--- config.mk ---
export PLATFORM = sky130hd
export DESIGN_NAME = ahb_slave_if
export DESIGN_NICKNAME = d
export VERILOG_FILES = /design/src/rtl/bridge_pkg.sv /design/src/rtl/ahb_addr_decode.sv /design/src/rtl/ahb_slave_if.sv
export SDC_FILE = /design/constraint.sdc
export NUM_CORES = 1
export LEC_CHECK = 0
export BUFFER_PORTS_ARGS = -buffer_cell sky130_fd_sc_hd__buf_2
export CORE_UTILIZATION = 45
export DETAILED_ROUTE_END_ITERATION = 16
export HOLD_SLACK_MARGIN = 0.15
export PLACE_DENSITY_LB_ADDON = 0.15
export SETUP_SLACK_MARGIN = 0.02
export SLEW_MARGIN = 20
export SYNTH_ARGS = -nofsm -noshare
export SYNTH_HDL_FRONTEND = slang
export SYNTH_SLANG_ARGS = --single-unit
--- constraint.sdc ---
create_clock -name hclk -period 1.8 [get_ports hclk]
set_input_delay 0.36 -clock hclk [delete_from_list [all_inputs] [get_ports hclk]]
set_output_delay 0.36 -clock hclk [all_outputs]
set_load 0.01 [all_outputs]
--- src/rtl/bridge_pkg.sv ---
// Shared AHB/APB bridge encodings and error-responder state type.
// Pure definitions: no latency and no backpressure of its own.
package bridge_pkg;

    localparam logic [1:0] HTRANS_IDLE   = 2'b00;
    localparam logic [1:0] HTRANS_BUSY   = 2'b01;
    localparam logic [1:0] HTRANS_NONSEQ = 2'b10;
    localparam logic [1:0] HTRANS_SEQ    = 2'b11;

    localparam logic [1:0] HRESP_OKAY  = 2'b00;
    localparam logic [1:0] HRESP_ERROR = 2'b01;

    localparam logic [2:0] SEL_NONE = 3'b000;
    localparam logic [2:0] SEL_S0   = 3'b001;
    localparam logic [2:0] SEL_S1   = 3'b010;
    localparam logic [2:0] SEL_S2   = 3'b100;

    typedef enum logic [1:0] {
        E_IDLE = 2'd0,
        E_ERR1 = 2'd1,
        E_ERR2 = 2'd2
    } err_state_e;

    // Only byte/half/word are accepted, each naturally aligned.
    function automatic logic size_aligned(input logic [2:0] hsize, input logic [1:0] addr_lo);
        logic ok;
        case (hsize)
            3'b000:  ok = 1'b1;
            3'b001:  ok = ~addr_lo[0];
            3'b010:  ok = (addr_lo == 2'b00);
            default: ok = 1'b0;
        endcase
        return ok;
    endfunction

endpackage

--- src/rtl/ahb_addr_decode.sv ---
// Combinational APB slave decode plus size/alignment legality of the current address phase.
// Zero latency; no backpressure.
module ahb_addr_decode
    import bridge_pkg::*;
#(
    parameter logic [31:0] S0_BASE     = 32'h8000_0000,
    parameter logic [31:0] S1_BASE     = 32'h8400_0000,
    parameter logic [31:0] S2_BASE     = 32'h8800_0000,
    parameter int          REGION_BITS = 26
) (
    input  logic [31-REGION_BITS:0] i_addr_tag,
    input  logic [1:0]              i_addr_lo,
    input  logic [2:0]              i_hsize,
    output logic [2:0]              o_temp_selx,
    output logic                    o_mapped,
    output logic                    o_legal
);

    logic [31-REGION_BITS:0] w_s0_tag;
    logic [31-REGION_BITS:0] w_s1_tag;
    logic [31-REGION_BITS:0] w_s2_tag;

    assign w_s0_tag = S0_BASE[31:REGION_BITS];
    assign w_s1_tag = S1_BASE[31:REGION_BITS];
    assign w_s2_tag = S2_BASE[31:REGION_BITS];

    always_comb begin
        o_temp_selx = SEL_NONE;
        if (i_addr_tag == w_s0_tag) begin
            o_temp_selx = SEL_S0;
        end else if (i_addr_tag == w_s1_tag) begin
            o_temp_selx = SEL_S1;
        end else if (i_addr_tag == w_s2_tag) begin
            o_temp_selx = SEL_S2;
        end
    end

    assign o_mapped = (o_temp_selx != SEL_NONE);
    assign o_legal  = size_aligned(i_hsize, i_addr_lo);

endmodule

--- src/rtl/ahb_slave_if.sv ---
// AHB front end of the AHB-to-APB bridge: qualifies beats, decodes the slave, pipelines addr/data 1-2 beats, raises 2-cycle ERROR.
// valid/temp_selx are 0-latency; pipeline advances only on hreadyin; err_hready stalls the master for the first ERROR cycle.
module ahb_slave_if
    import bridge_pkg::*;
#(
    parameter logic [31:0] S0_BASE     = 32'h8000_0000,
    parameter logic [31:0] S1_BASE     = 32'h8400_0000,
    parameter logic [31:0] S2_BASE     = 32'h8800_0000,
    parameter int          REGION_BITS = 26
) (
    input  logic        hclk,
    input  logic        hresetn,
    input  logic        hwrite,
    input  logic        hreadyin,
    input  logic [1:0]  htrans,
    input  logic [2:0]  hsize,
    input  logic [31:0] haddr,
    input  logic [31:0] hwdata,
    input  logic [31:0] prdata,
    output logic        valid,
    output logic [2:0]  temp_selx,
    output logic [31:0] haddr1,
    output logic [31:0] haddr2,
    output logic [31:0] hwdata1,
    output logic [31:0] hwdata2,
    output logic        hwritereg,
    output logic [31:0] hrdata,
    output logic [1:0]  hresp,
    output logic        err_hready
);

    logic [31:0] r_haddr1;
    logic [31:0] r_haddr2;
    logic [31:0] r_hwdata1;
    logic [31:0] r_hwdata2;
    logic        r_hwritereg;
    err_state_e  r_err_state;
    err_state_e  w_err_next;
    logic        w_mapped;
    logic        w_legal;
    logic        w_active;
    logic        w_bad_beat;

    ahb_addr_decode #(
        .S0_BASE     (S0_BASE),
        .S1_BASE     (S1_BASE),
        .S2_BASE     (S2_BASE),
        .REGION_BITS (REGION_BITS)
    ) u_decode (
        .i_addr_tag  (haddr[31:REGION_BITS]),
        .i_addr_lo   (haddr[1:0]),
        .i_hsize     (hsize),
        .o_temp_selx (temp_selx),
        .o_mapped    (w_mapped),
        .o_legal     (w_legal)
    );

    // NONSEQ/SEQ only; IDLE and BUSY never qualify and never error.
    assign w_active   = hreadyin & htrans[1];
    assign w_bad_beat = w_active & ~(w_mapped & w_legal);
    assign valid      = w_active & w_mapped & w_legal & (r_err_state == E_IDLE);

    always_ff @(posedge hclk or negedge hresetn) begin
        if (!hresetn) begin
            r_haddr1    <= '0;
            r_haddr2    <= '0;
            r_hwdata1   <= '0;
            r_hwdata2   <= '0;
            r_hwritereg <= 1'b0;
        end else if (hreadyin) begin
            r_haddr1    <= haddr;
            r_haddr2    <= r_haddr1;
            r_hwdata1   <= hwdata;
            r_hwdata2   <= r_hwdata1;
            r_hwritereg <= hwrite;
        end
    end

    always_ff @(posedge hclk or negedge hresetn) begin
        if (!hresetn) begin
            r_err_state <= E_IDLE;
        end else begin
            r_err_state <= w_err_next;
        end
    end

    // Bad beats arriving in E_ERR1/E_ERR2 are dropped; the master re-presents them.
    always_comb begin
        w_err_next = r_err_state;
        hresp      = HRESP_OKAY;
        err_hready = 1'b1;
        case (r_err_state)
            E_IDLE: begin
                if (w_bad_beat) begin
                    w_err_next = E_ERR1;
                end
            end
            E_ERR1: begin
                hresp      = HRESP_ERROR;
                err_hready = 1'b0;
                w_err_next = E_ERR2;
            end
            E_ERR2: begin
                hresp      = HRESP_ERROR;
                w_err_next = E_IDLE;
            end
            default: begin
                w_err_next = E_IDLE;
            end
        endcase
    end

    assign haddr1    = r_haddr1;
    assign haddr2    = r_haddr2;
    assign hwdata1   = r_hwdata1;
    assign hwdata2   = r_hwdata2;
    assign hwritereg = r_hwritereg;
    assign hrdata    = prdata;

endmodule
==> flow_metrics.tcl <==
set metrics [dict create \
    syn_to_final_growth_pct 32.3 \
    die_area_sq_um 12000 \
    grt_max_degree 71 \
    cts_htree_levels 4 \
    seq_area_frac_synth_pct 63.0 \
    port_buffers 206 \
    synth_seq_cells 131 \
    drive_gt1_share_pct 70.9 \
    first_pass_iters 4 \
    tritoncts "built" \
    clkLatencyLatePin_ns 0.41 \
    start_kind "input port" \
    boundaryPins 273 \
    path_delay_family "simple AND/OR/NAND/NOR gates" \
    clock_sinks 131 \
    finalSetupViolCount 3 \
    path_buf_inv 2 \
    finalHoldViolations 0 \
    final-seq-area_sq_um 3280 \
    core_area_sq_um 11000 \
    fp.dieH_microns 110 \
    cp_slowest_cell "or4b_4" \
    drt_iter0_markers 108 \
    r2r_cells 5 \
    viasPerCell 4.91 \
    synth_xor_area_share_pct 0 \
    finalWorstSetupSlack_ns -0.0939 \
    power_leakage_nw 3.32 \
    endpoint "valid" \
    final_common_cell "buf_2" \
    track_usage_pct 19.0 \
    arrival_ns 1.53 \
    fillers 871 \
    overflow 0 \
    drtAntennaViolNets 0 \
    path_clk_slew_ns 0.06 \
    wl_mm 10.8 \
    final_nets 628 \
    multi_input_area_sq_um 1620 \
    synth-compound-area-share_pct 0.673 \
    synth_area_per_cell_sq_um 15.8 \
    initial_utilization_pct 47.2 \
    crit_type "in2out" \
    hold_path_class "in2reg" \
    grt_pass1_vias 3447 \
    post-route-min-period_ns 1.89 \
    violations "setup timing" \
    netlist_instances 330 \
    cpPeakStageDelay_ns 0.53 \
    synth_cell_type_count 20 \
    maxCapViolCount 0 \
    place_congestion 0.776 \
    synthMuxAreaShare_pct 28.1 \
    r2r_start "r_err_state[0]" \
    p_per_area_nw_per_um2 1210 \
    crit_chain "buf_6 -> or4b_4 -> a211o_1 -> nor2_1 -> buf_2" \
    peakVddDrop_mv 0.709 \
    synth-warning-count 0 \
    rsz0062_at_grt "true" \
    dp_hpwl_mm 7.87 \
    cts_made_buffers 17 \
    outcome "finished with violations" \
    drc 0 \
    wire_per_inst_microns 16.0 \
    synthAdderAreaFrac_pct 0.722 \
    startpoint "haddr[28]" \
    clock_skew_ns 0.00658 \
    synth.net_count 438 \
    synth_area_sq_um 5200 \
    root_buffer "clkbuf_16" \
    post-route-period-util_pct 105 \
    synth-simple-area-share_pct 1.06 \
    crit_cells 5 \
    synth_top_family_by_area "multiplexers" \
    tns_ns -0.134 \
    rrSetupSlack_ns 0.48 \
    n_antenna_cell 0 \
    grt_first_pass_wirelength_mm 16.8 \
    layout_common_cells "202 x buf_2, 131 x dfrtp_1, 129 x mux2_2" \
    max_freq_mhz 528 \
    r2r-end "r_err_state[1]" \
    rows 38 \
    via_count 3301 \
    report.final.slew_viol_count 0 \
    die_w_microns 110 \
    worst-endpoint-required_ns 1.44 \
    crit_fanout 2 \
    antenna_found_initial 0 \
    power_mw 8.33 \
    cts_buffer_depth 2 \
    cp-end-kind "output pin" \
]
==> synthesized netlist by cell type, drive strengths merged <==
library cell	n	share of area (%)
a211o	1	0.17
a21o	2	0.29
a21oi	1	0.096
a31oi	1	0.12
buf	46	5.9
clkbuf	2	0.14
conb	1	0.072
dfrtp	131	63
ha	3	0.72
inv	4	0.29
mux2	130	28
nand3	2	0.19
nor2	1	0.072
nor3	1	0.096
nor3b	2	0.29
or3	1	0.14
or4b	1	0.26
==> metrics by stage <==
stage,instances,cell area [sq um],worst slack (ns),utilization (%),hold slack (ns)
2_1_floorplan,330,5200,0.0210,-,0.0644
6_report,672,6880,-0.0939,62.4,0.173
3_3_place_gp,637,6220,-0.137,56.4,0.398
5_1_grt,672,6880,-0.0910,62.4,0.163
4_1_cts,671,6870,-0.0619,62.3,0.153
3_5_place_dp,637,6220,-0.179,56.4,0.405
==> report_power, final <==
part / internal (mW) / total (mW) / switching [mW]
sequential: 3.33 / 3.54 / 0.210
clock: 2.32 / 3.47 / 1.15
combinational: 0.686 / 1.33 / 0.643
total: 6.33 / 8.33 / 2.00
==> how the worst min path moves through the flow <==
stage,startpoint,to,cells past startpoint
global placement,hresetn,haddr1[15],2
CTS,haddr[12],haddr1[12],2
floorplan,hresetn,haddr1[0],0
global route,haddr[15],haddr1[15],2
finish,hwdata[24],hwdata1[24],2
detailed placement,hresetn,haddr1[15],2
==> state kept, by name, indices dropped and copies added (netlist names) <==
register / cells
r_err_state: 2
hwritereg: 1
hwdata2: 32
hwdata1: 32
haddr2: 32
haddr1: 32
==> layer usage <==
layer / up-vias / global-route usage [%] / share of wire (%)
met5: - / 0 / 0
met4: 0 / 11.7 / 3.4
met3: 41 / 7.47 / 8.1
met2: 137 / 31.0 / 51
met1: 1623 / 20.9 / 38
li1: 1500 / - / -
==> area by class of cell <==
type,count,share of cell area [%]
Clock buffer,27,7.31
Timing Repair Buffer,219,17.4
Inverter,4,0.218
Sequential cell,131,47.6
Tap cell,140,2.55
Multi-Input combinational cell,147,23.5
Clock inverter,4,1.38
==> cell families (layout without fill, tap and decap cells) <==
family | after synthesis | after routing
AOI/OAI and AO/OA | 5 | 5
DFF | 131 | 131
other | 1 | 1
adders and majority gates | 3 | 3
and+or+nand+nor | 8 | 8
buffers and inverters | 52 | 254
muxes | 130 | 130
==> timing repair <==
action / 4_1_cts / 5_1_grt
gates resized for setup: 5 / 1
pin swaps: 3 / 1
hold buffers: 1 / 0
buffers inserted: 2 / 1
endpoints found under the hold margin: 131 / 0
endpoints found under the setup margin: 4 / 4
Power figures use the tool's default switching activity.
